[config.mk]
export PLATFORM = sky130hd
export DESIGN_NAME = ahb3lite_dma_arbiter
export DESIGN_NICKNAME = d
export VERILOG_FILES = /design/src/rtl/ahb3lite_dma_arbiter.sv
export SDC_FILE = /design/constraint.sdc
export NUM_CORES = 1
export LEC_CHECK = 0
export BUFFER_PORTS_ARGS = -buffer_cell sky130_fd_sc_hd__buf_2
export CAP_MARGIN = 20
export CELL_PAD_IN_SITES_DETAIL_PLACEMENT = 1
export CELL_PAD_IN_SITES_GLOBAL_PLACEMENT = 2
export CORE_MARGIN = 1.5
export CORE_UTILIZATION = 23
export DETAILED_ROUTE_END_ITERATION = 6
export PLACE_DENSITY = 0.88
export RECOVER_POWER = 100
export SYNTH_ARGS = -nofsm -noshare
export SYNTH_HDL_FRONTEND = slang
export SYNTH_SLANG_ARGS = --single-unit
[constraint.sdc]
create_clock -name HCLK -period 2.2 [get_ports HCLK]
set_input_delay 0.44 -clock HCLK [delete_from_list [all_inputs] [get_ports HCLK]]
set_output_delay 0.44 -clock HCLK [all_outputs]
set_load 0.05 [all_outputs]
[src/rtl/ahb3lite_dma_arbiter.sv]
// Round-robin arbiter that feeds DMA read commands to the AHB-Lite read master,
// holds each command until the master finishes or the watchdog fires, and routes read beats back.
module ahb3lite_dma_arbiter #(
  parameter int N_REQ          = 4,
  parameter int TIMEOUT_CYCLES = 1024
) (
  input  logic                       HCLK,
  input  logic                       HRESETn,
  input  logic [N_REQ-1:0]           req_valid,
  input  logic [6*N_REQ-1:0]         req_len,
  input  logic [32*N_REQ-1:0]        req_addr,
  output logic [N_REQ-1:0]           req_ack,
  output logic [N_REQ-1:0]           req_done,
  output logic [N_REQ-1:0]           req_err,
  output logic [N_REQ-1:0]           req_rdata_en,
  output logic                       o_SystemStart,
  output logic                       o_NewCommandOn,
  output logic [5:0]                 o_RCC_BUFFER_LENGTH,
  output logic [15:0]                o_RCC_DMA_ADDR_HIGH,
  output logic [15:0]                o_RCC_DMA_ADDR_LOW,
  input  logic                       Master_Done,
  input  logic                       HRDATA_En,
  output logic                       busy,
  output logic [$clog2(N_REQ)-1:0]   owner,
  output logic [5:0]                 beat_cnt
);

  localparam int PW = $clog2(N_REQ);
  localparam int WW = $clog2(TIMEOUT_CYCLES);
  localparam logic [WW-1:0] WDOG_LIM = WW'(TIMEOUT_CYCLES - 1);

  typedef enum logic [1:0] {IDLE, RUN, DONE, ABORT} state_t;

  state_t            state, state_next;
  logic [PW-1:0]     ptr;
  logic [PW-1:0]     winner;
  logic              found;
  logic [5:0]        sel_len;
  logic [31:0]       sel_addr;
  logic [5:0]        len_q;
  logic [31:0]       addr_q;
  logic [WW-1:0]     wdog;
  logic [N_REQ-1:0]  ack_q;
  logic [N_REQ-1:0]  rej_q;
  logic [N_REQ-1:0]  own_hot;
  logic [N_REQ-1:0]  win_hot;

  function automatic logic [PW-1:0] next_idx(input logic [PW-1:0] idx);
    next_idx = (int'(idx) == N_REQ - 1) ? '0 : idx + 1'b1;
  endfunction

  assign own_hot = N_REQ'(1) << owner;
  assign win_hot = N_REQ'(1) << winner;

  // Two passes give the wrap-around scan: first requesters at or above ptr, then the rest.
  always_comb begin
    found    = 1'b0;
    winner   = ptr;
    sel_len  = '0;
    sel_addr = '0;
    for (int j = 0; j < N_REQ; j++) begin
      if (!found && req_valid[j] && (j >= int'(ptr))) begin
        found    = 1'b1;
        winner   = PW'(j);
        sel_len  = req_len[6*j +: 6];
        sel_addr = req_addr[32*j +: 32];
      end
    end
    for (int j = 0; j < N_REQ; j++) begin
      if (!found && req_valid[j]) begin
        found    = 1'b1;
        winner   = PW'(j);
        sel_len  = req_len[6*j +: 6];
        sel_addr = req_addr[32*j +: 32];
      end
    end
  end

  always_ff @(posedge HCLK or negedge HRESETn) begin
    if (!HRESETn) state <= IDLE;
    else          state <= state_next;
  end

  always_comb begin
    state_next = state;
    case (state)
      IDLE:    if (found && (sel_len != 6'd0)) state_next = RUN;
      RUN:     if (Master_Done)                state_next = DONE;
               else if (wdog == WDOG_LIM)      state_next = ABORT;
      DONE:    state_next = IDLE;
      ABORT:   state_next = IDLE;
      default: state_next = IDLE;
    endcase
  end

  always_comb begin
    o_SystemStart  = (state == RUN);
    o_NewCommandOn = (state == RUN);
    busy           = (state == RUN);
    req_ack        = ack_q;
    req_rdata_en   = ((state == RUN) && HRDATA_En) ? own_hot : '0;
    req_done       = (state == DONE) ? own_hot : '0;
    req_err        = rej_q | ((state == ABORT) ? own_hot : '0);
  end

  // Command latch, watchdog, beat counter and fairness pointer.
  always_ff @(posedge HCLK or negedge HRESETn) begin
    if (!HRESETn) begin
      ptr      <= '0;
      owner    <= '0;
      len_q    <= '0;
      addr_q   <= '0;
      wdog     <= '0;
      beat_cnt <= '0;
      ack_q    <= '0;
      rej_q    <= '0;
    end else begin
      ack_q <= '0;
      rej_q <= '0;
      case (state)
        IDLE: begin
          if (found) begin
            len_q    <= sel_len;
            addr_q   <= sel_addr;
            owner    <= winner;
            ack_q    <= win_hot;
            beat_cnt <= '0;
            wdog     <= '0;
            if (sel_len == 6'd0) begin
              rej_q <= win_hot;
              ptr   <= next_idx(winner);
            end
          end
        end
        RUN: begin
          wdog <= wdog + 1'b1;
          if (HRDATA_En && (beat_cnt != 6'd63)) beat_cnt <= beat_cnt + 6'd1;
        end
        DONE, ABORT: ptr <= next_idx(owner);
        default: ;
      endcase
    end
  end

  assign o_RCC_BUFFER_LENGTH = len_q;
  assign o_RCC_DMA_ADDR_HIGH = addr_q[31:16];
  assign o_RCC_DMA_ADDR_LOW  = addr_q[15:0];

endmodule
# == After elaboration in Yosys (flattened, before gate mapping) ==
# Index checks and enable logic that the tools add are counted.
# totals
input_bits,160
ram_bits,0
memories,0
out_inout_bits,65
latch_bits,0
reg_bits,68
rom_bits,0
# op_classes
mux,54
shifts,2
addsub,4
n_lt_le_gt_ge,3
n_eq_ne,12
div_mod_pow,0
bitwise_logic,1
n_mul,0
reduce_logical,31
# ops
cell,count
32-bit 2-to-1 mux,8
6-bit 2-to-1 mux,10
4-bit 2-to-1 mux,8
2-bit 2-to-1 mux,15
10-bit one-hot mux with 2 select lines,1
1-bit logical AND,13
6-bit one-hot mux with 2 select lines,1
10-bit by 1-bit adder with 10-bit output (second input constant),1
10-bit == test (second input constant),1
10-bit 2-to-1 mux,1
1-bit 2-to-1 mux,8
1-bit by 2-bit << shifter with 4-bit output (first input constant),2
1-bit zero test,7
6-bit by 1-bit adder with 6-bit output (second input constant),1
2-bit by 1-bit == test with 1-bit output (second input constant),3
6-bit zero test,1
2-bit inequality test (second input constant),3
6-bit inequality test (second input constant),1
2-bit one-hot mux with 3 select lines,1
2-bit AND reduction,3
3-bit AND reduction,2
6-bit nonzero test,1
2-bit by 1-bit adder with 2-bit output (second input constant),2
2-bit == test (second input constant),2
other kinds (9),11

# == Logic depth before layout (Yosys ltp) ==
# logic_depth
word_depth,31
ltp_mapped,12
mapped_depth_nobuf,10

# == Worst setup path before layout ==
# No wires, ideal clock.
# synth_path
path_kind,register to output
from,reg state[1]
to,out req_rdata_en[0]
stages_incl_launch_ff,5
path_buffers,1
setup_slack_ps,-177
t_arrival_ps,1937
path_cell_list,dfrtp_1 > nand2b_1 > inv_1 > clkbuf_1 > and3_1
# synth_between
elab_chain_cells,3
# synth_rtl
item,line,rtl
start: declaration,34,"state_t state, state_next;"
start signal: assignment,81,else state <= state_next;
2-bit by 1-bit == test with 1-bit output,-,
named net busy,23,"output logic busy,"
1-bit logical AND,101,req_rdata_en = ((state == RUN) && HRDATA_En) ? own_hot : '0;
4-bit 2-to-1 mux,101,
end: declaration,15,"output logic [N_REQ-1:0] req_rdata_en,"
# The timed path passes the listed nets, and every way through them passes these cells.

# == Worst setup path after layout ==
# layout_path
from,reg ptr[0]
to,reg ptr[0]
# layout_between
elab_chain_cells,31
word_cells_on_any_way,54
classes_between,1 x add/sub; 3 x order compare; 3 x eq/ne; 28 x mux; 19 x reduce/logical
# layout_rtl
item,line,rtl
start: declaration,35,logic [PW-1:0] ptr;
start signal: assignment,131,ptr <= next_idx(winner);
start signal: assignment,139,"DONE, ABORT: ptr <= next_idx(owner);"
1-bit by 2-bit >= comparator with 1-bit output,62,if (!found && req_valid[j] && (j >= int'(ptr))) begin
1-bit logical AND,62,
1-bit 2-to-1 mux,62,
1-bit zero test,62,
1-bit logical AND (2 in series),62,
1-bit 2-to-1 mux,62,
1-bit zero test,62,
1-bit logical AND (2 in series),62,
(+13 left out),-,
1-bit zero test,70,if (!found && req_valid[j]) begin
1-bit logical AND,70,
2-bit 2-to-1 mux,70,
2-bit by 1-bit adder with 2-bit output or 2-bit by 1-bit == test with 1-bit output (tied branches),49,next_idx = (int'(idx) == N_REQ - 1) ? '0 : idx + 1'b1;
2-bit 2-to-1 mux,49,
2-bit 2-to-1 mux,129,if (sel_len == 6'd0) begin
2-bit 2-to-1 mux,122,if (found) begin
2-bit one-hot mux with 2 select lines,120,case (state)
# Several ways; a longest one is shown, not always the timed one. The select of a mux whose other input is x is not followed.
# A chain may end at the register's enable or synchronous reset.

==> results.toml <==
[cts]
cts_hold_buf = 0
htreeDepth = 3
insertion_delay_ps = 340
clock_sinks = 68
numCtsBuffers = 9
cts_tree = "yes"
cts-root-buf = "clkbuf_16"
clk_pin_slew_ps = 70
clockBufferDepth = 2

[pwr]
power.density_nw_per_um2 = 1400
p_clk_frac = 0.165
finalPower_uw = 9880
leakage_uw = 0.00324
internal-power_uw = 4830
switching_share = 0.511
switchingPower_uw = 5050
power_frac_seq = 0.212
ir_worst_vdd_mv = 0.507
p_comb_frac = 0.622

[floorplan]
num_rows = 51
initial_core_util = 0.235
chipHeight_um = 144
core_area_um2 = 19500
dieArea_um2 = 20800
io_pins = 225
die_w_um = 144

[place]
routabilityCongestion = 0.870
io_buffer_count = 224
hpwlAfterDp_mm = 15.2

[timing]
setup_tns_ps = -3220
rsz0062_at_grt = "yes"
finalSetupViolations = 27
worst_pin_slew_ps = 1040
holdWs_ps = 269
fin_crit_sh = 1.12
layout_min_cycle_time_ps = 2460
relSlewSlack = 0.307
slew_violations = 0
worst_slack_ps = -256
fin_skew_ps = 8.33
fmax_ghz = 0.407
hold_viol_final = 0

[logic_synthesis]
synthSimpleGateAreaFrac = 0.182
yosys_warnings = 0
syn-mean-instance-area_um2 = 8.48
synth-xor-area-share = 0.00762
ys_types = 54
ys_ff_latch = 68
synthFlopType = "dfrtp_1"
synth-compound-area-share = 0.340
synth_top_family_by_area = "compound AO/OA/AOI/OAI gates"
synth-seq-area-share = 0.370
async_flop_share = 1.00
syn_nets = 712
netlist_instances = 542
synthMuxAreaShare = 0.0163
synthAdderAreaFrac = 0.0272
syn_area_um2 = 4600
synth_edf_count = 0

[global_route]
grt_pass1_wl_mm = 30.8
grt_max_degree = 63
grt_usage = 0.192
antenna_found_initial = 1
grt-ovfl-total = 0
grt_pass1_vias = 5708

[route]
drt_iter0_drc = 330
wl_per_cell_um = 18.7
wirelength_mm = 20.4
vias_per_cell = 5.15
first_pass_iters = 5
drc = 0
ant_nets = 0
vias = 5639

[worst_setup_path]
slowest_stage = "dfrtp_2"
reg2reg_slack_ps = -260
worst-path-buf-inv = 2
max_stage_delay_ps = 460
crit_fanout = 6
worst-r2r-cell-count = 8
cp-start-kind = "flop"
worst_ep_required_time_ps = 2450
critPathArrivalTime_ps = 2710
r2r_end = "ptr[0]"
end_kind = "flop"
r2r_start = "ptr[0]"
worstPathCellList = "buf_4, nand4_1, o21ai_1, a222oi_1, nand2_1, nor4_4, buf_4, mux2i_2"
crit_family = "simple AND/OR/NAND/NOR gates"
path_class = "reg2reg"
cpMostUsedCell = "buf_4"

[layout]
synthToLayoutAreaGrowth_pct = 53.3
layout_common_cells = "173 x buf_2, 83 x buf_4, 65 x dfrtp_1, 60 x nor2_1, 58 x a21oi_1"
antennaDiodeCount = 0
fin_nets = 994
final_common_cell = "buf_2"
final_util = 0.361
layout-drive-gt1-share = 0.402

[run]
cap_violations = 0

[status]
violations = "negative setup slack"
outcome = "complete, but fails checks"

[hold_path]
hold_path_class = "in2async"
-- power groups by stage --
stage | Combinational [uW] | Sequential (uW) | Clock [uW]
after global placement | 5830 | 2070 | 0
final | 6150 | 2100 | 1630
after floorplan | 2600 | 3400 | 0
after global routing | 6650 | 2170 | 1730
after detailed placement | 5910 | 2100 | 0
after CTS | 6170 | 2080 | 1680
-- state kept, by name, summed over array words and instances, names as in the netlist --
register	cells
addr_q	32
owner	2
req_ack	4
ptr	2
wdog	10
rej_q	4
o_RCC_BUFFER_LENGTH	6
beat_cnt	6
state	2
-- area by class of cell --
type | count | area (um2)
fillers | 2416 | 12500
multi-input cells | 415 | 2800
repair buffers | 318 | 1840
flip-flops and latches | 68 | 1710
well taps | 265 | 332
clock buffers | 9 | 225
clock inverters | 7 | 105
inverters | 12 | 45.0
-- how the worst max path moves through the flow --
| stage | start | endpoint | slack [ps] | cells past startpoint |
|---|---|---|---|---|
| 6_report | ptr[0] | ptr[0] | -260 | 8 |
| 5_1_grt | ptr[0] | ptr[0] | -380 | 9 |
| 4_1_cts | ptr[0] | ptr[0] | -240 | 9 |
| 3_5_place_dp | req_valid[1] | ptr[0] | -410 | 10 |
| 3_3_place_gp | req_valid[1] | ptr[1] | -220 | 9 |
| 2_1_floorplan | ptr[0] | ptr[0] | -110 | 10 |
-- metrics by stage --
| stage | cell area, um2 | cells | worst slack (ps) |
|---|---|---|---|
| detailed placement | 6480 | 1058 | -414 |
| global placement | 6480 | 1058 | -222 |
| finish | 7050 | 1094 | -256 |
| global route | 7050 | 1094 | -381 |
| CTS | 6990 | 1088 | -238 |
| floorplan | 4600 | 542 | -109 |
-- worst reg2reg max path, delay by kind of cell, from the launching register on --
family	cells	cell delay, ps
AO/OA/AOI/OAI	2	600
buffers and inverters	2	360
flip-flops	1	460
multiplexers	1	230
AND/OR/NAND/NOR	3	710
-- layer usage --
layer  track usage  vias up  part of all wire
met4        0.0590        2             0.018
met5             0        -           0.00064
met3        0.0573       24             0.067
met2         0.328      188              0.49
met1         0.233     2765              0.42
li1              -     2660                 -
-- cells by family (layout without fill, tap and decap cells) --
logic type                 after synthesis  in the layout
adders and majority gates               10             10
DFF                                     68             68
buffers and inverters                   59            346
xor gates and xnor gates                 4              4
muxes                                    7              7
AOI/OAI and AO/OA                      222            222
and+or+nand+nor                        172            172
-- repair_timing --
item / in CTS / in global routing
cloned: 1 / 1
buffers inserted: 13 / 6
setup endpoints to repair: 39 / 46
pin swaps: 4 / 27
resized for setup: 10 / 29
-- cells in the mapped netlist (all sizes together), types with 8 or more instances --
| cell | n | area share |
|---|---|---|
| buf | 12 | 0.018 |
| clkbuf | 35 | 0.029 |
| nand2 | 46 | 0.038 |
| a22oi | 25 | 0.041 |
| nor2 | 64 | 0.053 |
| a31oi | 16 | 0.022 |
| and2 | 14 | 0.019 |
| dfrtp | 68 | 0.37 |
| inv | 12 | 0.0098 |
| a222oi | 32 | 0.070 |
| a21oi | 60 | 0.068 |
| nand3 | 8 | 0.0087 |
| a221oi | 23 | 0.044 |
| o21ai | 37 | 0.040 |
| ha | 10 | 0.027 |
(Power assumes the default switching activity.)
